**config.mk**
```make
export PLATFORM = sky130hd
export DESIGN_NAME = alu_seq
export DESIGN_NICKNAME = d
export VERILOG_FILES = /design/src/rtl/alu_pkg.sv /design/src/rtl/alu_comb.sv /design/src/rtl/alu_seq.sv
export SDC_FILE = /design/constraint.sdc
export NUM_CORES = 1
export LEC_CHECK = 0
export BUFFER_PORTS_ARGS = -buffer_cell sky130_fd_sc_hd__buf_2
export CAP_MARGIN = 5
export CORE_ASPECT_RATIO = 0.6
export CORE_UTILIZATION = 30
export CTS_BUF_LIST = sky130_fd_sc_hd__clkbuf_16
export CTS_CLUSTER_SIZE = 28
export DETAILED_ROUTE_END_ITERATION = 7
export PLACE_DENSITY = 0.49
export SLEW_MARGIN = 20
export SYNTH_ARGS = -nofsm -noshare
export SYNTH_HDL_FRONTEND = slang
export SYNTH_SLANG_ARGS = --single-unit
```
**constraint.sdc**
```tcl
create_clock -name clk -period 5.5 [get_ports clk]
set_clock_uncertainty 0.05 [all_clocks]
set_input_delay 0 -clock clk [delete_from_list [all_inputs] [get_ports clk]]
set_output_delay 0 -clock clk [all_outputs]
set_load 0.02 [all_outputs]
```
**src/rtl/alu_pkg.sv**
```systemverilog
// -----------------------------------------------------------------------------
// alu_pkg
// Shared definitions for the sequential ALU and its combinational datapath:
// the 4-bit operation codes, the controller state type, and a helper that
// tells the controller which operations need the multi-cycle path.
// -----------------------------------------------------------------------------
package alu_pkg;

  localparam logic [3:0] OP_AND  = 4'd0;
  localparam logic [3:0] OP_OR   = 4'd1;
  localparam logic [3:0] OP_XOR  = 4'd2;
  localparam logic [3:0] OP_NOR  = 4'd3;
  localparam logic [3:0] OP_ADD  = 4'd4;
  localparam logic [3:0] OP_SUB  = 4'd5;
  localparam logic [3:0] OP_SLT  = 4'd6;
  localparam logic [3:0] OP_SLL  = 4'd7;
  localparam logic [3:0] OP_SRL  = 4'd8;
  localparam logic [3:0] OP_SRA  = 4'd9;
  localparam logic [3:0] OP_SLTU = 4'd10;
  localparam logic [3:0] OP_MULU = 4'd11;

  typedef enum logic {
    S_IDLE,
    S_MUL
  } state_t;

  // Only the multiplier iterates; every other code, reserved ones included,
  // completes in the cycle it is accepted.
  function automatic logic isMultiCycle(input logic [3:0] op);
    return (op == OP_MULU);
  endfunction

endpackage

```
**src/rtl/alu_comb.sv**
```systemverilog
// -----------------------------------------------------------------------------
// alu_comb
// Purely combinational single-cycle ALU datapath.
//   op  in  4      operation code (see alu_pkg)
//   A   in  WIDTH  first operand
//   B   in  WIDTH  second operand; shifts use only its low $clog2(WIDTH) bits
//   F   out WIDTH  result (0 for mulu and reserved codes)
//   OF  out 1      signed overflow for add/sub, 0 otherwise
//   CF  out 1      carry-out for add, borrow for sub, 0 otherwise
// -----------------------------------------------------------------------------
module alu_comb
  import alu_pkg::*;
#(
  parameter int WIDTH = 32
) (
  input  logic [3:0]       op,
  input  logic [WIDTH-1:0] A,
  input  logic [WIDTH-1:0] B,
  output logic [WIDTH-1:0] F,
  output logic             OF,
  output logic             CF
);

  localparam int SHW = $clog2(WIDTH);
  localparam int MSB = WIDTH - 1;

  logic [WIDTH:0]   w_sum;
  logic [WIDTH:0]   w_diff;
  logic [SHW-1:0]   w_shamt;
  logic             w_ltSigned;
  logic             w_ltUnsigned;
  logic [WIDTH-1:0] w_sra;

  // The extra top bit of the unsigned difference is exactly the borrow,
  // i.e. it is set when A < B as unsigned numbers.
  assign w_sum        = {1'b0, A} + {1'b0, B};
  assign w_diff       = {1'b0, A} - {1'b0, B};
  assign w_shamt      = B[SHW-1:0];
  assign w_ltSigned   = ($signed(A) < $signed(B));
  assign w_ltUnsigned = (A < B);
  assign w_sra        = $signed(A) >>> w_shamt;

  // Result and flag selection; everything defaults to zero so that mulu
  // (handled by the sequencer) and the reserved codes fall through cleanly.
  always_comb begin
    F  = '0;
    OF = 1'b0;
    CF = 1'b0;
    case (op)
      OP_AND:  F = A & B;
      OP_OR:   F = A | B;
      OP_XOR:  F = A ^ B;
      OP_NOR:  F = ~(A | B);
      OP_ADD: begin
        F  = w_sum[WIDTH-1:0];
        CF = w_sum[WIDTH];
        OF = (A[MSB] == B[MSB]) && (w_sum[MSB] != A[MSB]);
      end
      OP_SUB: begin
        F  = w_diff[WIDTH-1:0];
        CF = w_diff[WIDTH];
        OF = (A[MSB] != B[MSB]) && (w_diff[MSB] != A[MSB]);
      end
      OP_SLT:  F = {{(WIDTH-1){1'b0}}, w_ltSigned};
      OP_SLL:  F = A << w_shamt;
      OP_SRL:  F = A >> w_shamt;
      OP_SRA:  F = w_sra;
      OP_SLTU: F = {{(WIDTH-1){1'b0}}, w_ltUnsigned};
      default: F = '0;
    endcase
  end

endmodule

```
**src/rtl/alu_seq.sv**
```systemverilog
// -----------------------------------------------------------------------------
// alu_seq
// Multi-cycle ALU with a start/busy/done handshake and registered results.
// Single-cycle operations complete at the edge that accepts them; mulu runs
// an iterative shift-add multiplier for WIDTH cycles.
//   clk     in  1      rising-edge clock
//   rst     in  1      asynchronous active-high reset
//   start   in  1      request, only honoured while idle
//   ALU_OP  in  4      operation code, captured with start
//   A, B    in  WIDTH  operands, captured with start
//   busy    out 1      a multiply is in flight
//   done    out 1      one-cycle pulse when F and flags were updated
//   F       out WIDTH  result, held until the next done
//   ZF      out 1      F == 0
//   OF      out 1      signed overflow (add/sub) or unsigned mul overflow
//   CF      out 1      add carry / sub borrow, 0 otherwise
// -----------------------------------------------------------------------------
module alu_seq
  import alu_pkg::*;
#(
  parameter int WIDTH = 32
) (
  input  logic             clk,
  input  logic             rst,
  input  logic             start,
  input  logic [3:0]       ALU_OP,
  input  logic [WIDTH-1:0] A,
  input  logic [WIDTH-1:0] B,
  output logic             busy,
  output logic             done,
  output logic [WIDTH-1:0] F,
  output logic             ZF,
  output logic             OF,
  output logic             CF
);

  localparam int             SHW  = $clog2(WIDTH);
  localparam logic [SHW-1:0] LAST = SHW'(WIDTH - 1);

  state_t             r_state;
  state_t             w_nextState;
  logic [SHW-1:0]     r_count;
  logic [WIDTH-1:0]   r_mcand;
  logic [2*WIDTH-1:0] r_prod;
  logic [WIDTH-1:0]   r_f;
  logic               r_of;
  logic               r_cf;
  logic               r_done;

  logic [WIDTH-1:0]   w_combF;
  logic               w_combOF;
  logic               w_combCF;
  logic               w_acceptSingle;
  logic               w_acceptMul;
  logic               w_mulLast;
  logic [WIDTH:0]     w_partial;
  logic [2*WIDTH-1:0] w_prodNext;

  alu_comb #(
    .WIDTH (WIDTH)
  ) u_comb (
    .op (ALU_OP),
    .A  (A),
    .B  (B),
    .F  (w_combF),
    .OF (w_combOF),
    .CF (w_combCF)
  );

  // Shift-add step: the multiplier sits in the low half of the product
  // register and is consumed LSB first. When the current bit is set the
  // multiplicand is added into the high half; the carry of that addition
  // becomes the new top bit as the whole register shifts right by one.
  assign w_partial  = {1'b0, r_prod[2*WIDTH-1:WIDTH]} + {1'b0, r_mcand};
  assign w_prodNext = r_prod[0] ? {w_partial, r_prod[WIDTH-1:1]}
                                : {1'b0, r_prod[2*WIDTH-1:1]};

  // Controller state register.
  always_ff @(posedge clk or posedge rst) begin
    if (rst) begin
      r_state <= S_IDLE;
    end else begin
      r_state <= w_nextState;
    end
  end

  // Next-state and handshake decode. A start is only looked at in IDLE, so
  // requests arriving during a multiply (including its final cycle) are
  // dropped rather than queued.
  always_comb begin
    w_nextState    = r_state;
    w_acceptSingle = 1'b0;
    w_acceptMul    = 1'b0;
    w_mulLast      = 1'b0;
    case (r_state)
      S_IDLE: begin
        if (start) begin
          if (isMultiCycle(ALU_OP)) begin
            w_acceptMul = 1'b1;
            w_nextState = S_MUL;
          end else begin
            w_acceptSingle = 1'b1;
          end
        end
      end
      S_MUL: begin
        if (r_count == LAST) begin
          w_mulLast   = 1'b1;
          w_nextState = S_IDLE;
        end
      end
      default: w_nextState = S_IDLE;
    endcase
  end

  // Datapath registers. Single-cycle results are latched straight from the
  // combinational ALU; a multiply captures its operands on acceptance so the
  // inputs are free to change, then iterates one bit per cycle and publishes
  // the final step's value directly so no extra cycle is spent.
  always_ff @(posedge clk or posedge rst) begin
    if (rst) begin
      r_count <= '0;
      r_mcand <= '0;
      r_prod  <= '0;
      r_f     <= '0;
      r_of    <= 1'b0;
      r_cf    <= 1'b0;
      r_done  <= 1'b0;
    end else begin
      r_done <= 1'b0;
      if (w_acceptSingle) begin
        r_f    <= w_combF;
        r_of   <= w_combOF;
        r_cf   <= w_combCF;
        r_done <= 1'b1;
      end
      if (w_acceptMul) begin
        r_mcand <= A;
        r_prod  <= {{WIDTH{1'b0}}, B};
        r_count <= '0;
      end
      if (r_state == S_MUL) begin
        r_prod  <= w_prodNext;
        r_count <= r_count + 1'b1;
      end
      if (w_mulLast) begin
        r_f     <= w_prodNext[WIDTH-1:0];
        r_of    <= |w_prodNext[2*WIDTH-1:WIDTH];
        r_cf    <= 1'b0;
        r_done  <= 1'b1;
        r_count <= '0;
      end
    end
  end

  // ZF follows the registered result, so it reads 1 out of reset as well.
  assign busy = (r_state == S_MUL);
  assign done = r_done;
  assign F    = r_f;
  assign ZF   = ~|r_f;
  assign OF   = r_of;
  assign CF   = r_cf;

endmodule

```
==> out/results.md <==
| Metric | Reported |
|:---|:---|
| Status | completed |
| Floorplan core area | 56000 um2 |
| GRT overflow | 0 |
| Fraction of final layout cells sized beyond drive strength 1 | 13.6% |
| Highest ir drop seen on vdd | 192 uV |
| Count of nets after finishing | 2465 |
| Aggregate global-route resource usage | 28.0% |
| Rows | 67 |
| I/O pin cnt | 108 |
| DRC violation count after routing | 0 |
| Worst-path cell chain | dlygate4sd3_1 > buf_2 > inv_1 > ha_1 > nor2b_1 > o31ai_1 > a21boi_1 > nand4bb_1 > and2_1 > a21oi_1 > o21bai_1 > a221o_1 > a2111oi_0 > o22ai_1 |
| Data required time at the worst endpoint | 5.74 ns |
| Worst setup SP type | input port |
| Yosys warning total | 0 |
| DR vias | 18.6k |
| Setup_tns | 0 ns |
| First-pass GRT wire length | 119000 um |
| Post-route core utilization | 33.9% |
| Drt via density | 6.16 |
| Delay of the slowest critical-path stage | 0.96 ns |
| Power density over cell area | 327 nW/um2 |
| Final Power | 6.20 mW |
| Syn Nets | 2451 |
| Filler-free cell count of the finished design | 3029 |
| Number of antenna violations at the first check in global routing | 12 |
| Total number of H-tree levels | 4 |
| Synthesized flop and latch total | 137 |
| Post-CTS repair timing setup buffer count | 0 |
| Dominant synthesized flop cell | dfrtp_1 |
| Number of iterations in the first detailed-routing pass | 5 |
| Vias in the first global route | 16.9k |
| Clock sink count | 137 |
| Layout-stage area growth over the synthesis result | 11.0% |
| Path category of the worst min-delay check | in -> reg |
| Vertical die dimension | 187 um |
| Worst Max-Slew Pin Slew | 1.09 ns |
| Pin count of the biggest net entering global routing | 91 |
| Reg clk slew, reported paths | 0.07 ns |
| Critical Path Slowest Stage Cell | a2111oi_0 |
| Kind of cell with the highest combined delay on the critical path | compound AO/OA/AOI/OAI gates |
| # fillers | 6054 |
| CTS root buf | clkbuf_16 |
| Final Setup Violations | 0 |
| Syn Std Cell Area | 17100 um2 |
| Number of flops mapped to enable cells by yosys | 0 |
| Tightest hold margin | 0.0177 ns |
| Type of destination of the critical path | register |
| Post-route clock period utilization | 77.4% |
| Placed inst area | 18200 um2 |
| Setup Crit Path Kind | in -> reg |
| Share of flip-flops with an asynchronous set or reset | 100% |
| Final max-slew violation count | 0 |
| Clock tree from TritonCTS | done |
| Multi-input logic area | 12600 um2 |
| Worst setup slack after placement | 1.51 ns |
| Data arrival time of the critical path | 4.50 ns |
| Worst-path maximum fanout | 9 |
| Count of instances resized after the clock tree is built | 0 |
| Die span in x | 310 um |
| Count of buffers from port buffering | 107 |
| Routed length per instance | 27.2 um |
| Initial core utilization | 30.5% |
| Static leakage power | 8.19 nW |
| Antenna-violating nets left | 0 |
| Sum of routed wire length over all layers | 82400 um |
| Final hold violation count | 0 |
| Portion of the post-synthesis area used by sequential elements | 20.1% |
| Total instance count after detailed placement | 2978 |
| Die outline area | 57900 um2 |
| Synth unique cells | 92 |
| Max-slew headroom | 25.4% |
| Clock buffers created by TritonCTS | 17 |
| Number of DRC markers after the initial detailed-route iteration | 2193 |
| Number of max-cap violations | 0 |
| Global placer's final weighted congestion | 1.03 |
| Time the worst path needs with I/O delays and setup | 4.26 ns |
| Area taken by flip-flops and latches | 3430 um2 |
| Area of all placed cells without fillers | 19000 um2 |
| Unrepaired setup endpoints after global routing | no |
| HPWL after DPL | 62800 um |
| Clock latency on the worst-skew pair | 0.45 ns |
| Synthesized area divided by synthesized cell count | 7.63 um2 |
| Synthesized instance count | 2239 |
| Minimum setup slack in the final design | 1.24 ns |
| Clock buffer depth | 2 |
| Peak clock frequency supported by timing | 235 MHz |
| Buffers & Inverters on Critical Path | 3 |
[per-layer routing]
layer	global-route usage, %	routed length (um)	vias up
li1	-	-	8333
met2	35.8	31200	979
met3	11.0	10500	81
met1	43.1	39400	9238
met5	0.166	103	-
met4	4.87	1200	16
[cell usage after synthesis (7+ instances only)]
cell type	n	area (um2)
mux4_2	46	1040
and3_1	22	138
nor3_1	38	190
and2_1	16	100
mux2_2	46	518
ha_1	138	1730
nand4_1	23	144
o21bai_1	18	135
buf_2	11	55.1
dfrtp_1	137	3430
o2111ai_1	10	87.6
a22oi_1	22	165
a211o_1	7	61.3
a311oi_1	9	78.8
nand2b_1	27	169
or2_2	8	50.1
or3_1	13	81.3
a211oi_1	32	240
o221ai_1	12	105
o31ai_1	27	203
inv_1	110	413
nor2_1	248	931
clkbuf_1	128	480
a221o_1	16	160
o31a_1	8	70.1
a31oi_1	26	163
nand2_1	229	860
o211ai_1	26	195
o21ai_0	201	1010
o22ai_1	32	200
mux2i_1	70	701
a21o_1	23	173
xnor2_1	16	140
a21oi_1	204	1020
nand3_1	40	200
a221oi_1	16	140
o21a_1	9	67.6
nor4_1	20	125
nor2b_1	17	106
buf_1	21	78.8
[worst register-to-register path, cell delays in order, from the launching register on]
cell and delay [ns]:
dfrtp_1 0.39, ha_1 0.25, fa_1 0.45, a211oi_1 0.32
o21a_1 0.25, xor2_1 0.17, o21ai_0 0.12, a2111oi_0 0.45
nand4b_1 0.28, a2111oi_2 0.33, nand4_1 0.22, nor4_1 0.35
nor2_1 0.07
[worst paths after layout]
path | end | slack (ns) | start | cells past startpoint
worst max-delay path | F[18] | 1.24 | A[2] | 14
worst min-delay path | r_prod[13] | 0.02 | B[13] | 5
worst max register to register | OF | 1.69 | r_mcand[0] | 12
worst min register to register | r_prod[25] | 0.47 | r_prod[26] | 2
max in group asynchronous | r_prod[0] | 3.85 | rst | 4
min in group asynchronous | r_prod[24] | 0.24 | rst | 3
[registers in the layout, summed over array words and instances (netlist names)]
name     count
F           32
r_prod      64
r_mcand     32
busy         1
OF           1
CF           1
done         1
r_count      5
[repair_timing]
| item | 4_1_cts | 5_1_grt |
|---|---|---|
| setup endpoints to repair | 0 | 0 |
| endpoints found under the hold margin | 103 | 0 |
| hold buffers | 15 | 0 |
[placed cells by master (no fill, tap or decap), drive strengths merged, types with 40 or more instances in the layout]
master  instances
nor2          248
nand2         229
o21ai         206
a21oi         204
buf           147
ha            138
dfrtp         137
inv           117
mux2i          70
mux2           47
mux4           46
nand3          40
[cell type report]
type | count | share of cell area, %
Sequential cell | 137 | 18.1
Multi-Input combinational cell | 1821 | 66.4
Antenna cell | 4 | 0.0528
Inverter | 114 | 2.28
Tap cell | 759 | 5.01
Clock buffer | 17 | 2.24
Timing Repair Buffer | 162 | 5.21
Clock inverter | 15 | 0.726
[where the power goes]
part           leakage [nW]  total [mW]  internal [mW]  switching, mW
combinational          6.15        3.28           1.20           2.08
sequential             1.77        1.78           1.35          0.421
clock                 0.271        1.15          0.595          0.556
total                  8.19        6.20           3.15           3.06
[kinds of logic (layout without fill, tap and decap cells)]
| group | after synthesis | in the layout | synth area share, % |
|---|---|---|---|
| other | 0 | 4 | 0 |
| adder cells (fa/ha/maj) | 141 | 141 | 10.5 |
| multiplexers | 163 | 163 | 13.3 |
| flip-flops | 137 | 137 | 20.1 |
| XOR/XNOR | 22 | 22 | 1.13 |
| AO/OA/AOI/OAI | 767 | 767 | 29.2 |
| buffers and inverters | 281 | 308 | 6.43 |
| AND/OR/NAND/NOR | 728 | 728 | 19.5 |
Note: power is estimated with default switching activity, not from simulation.
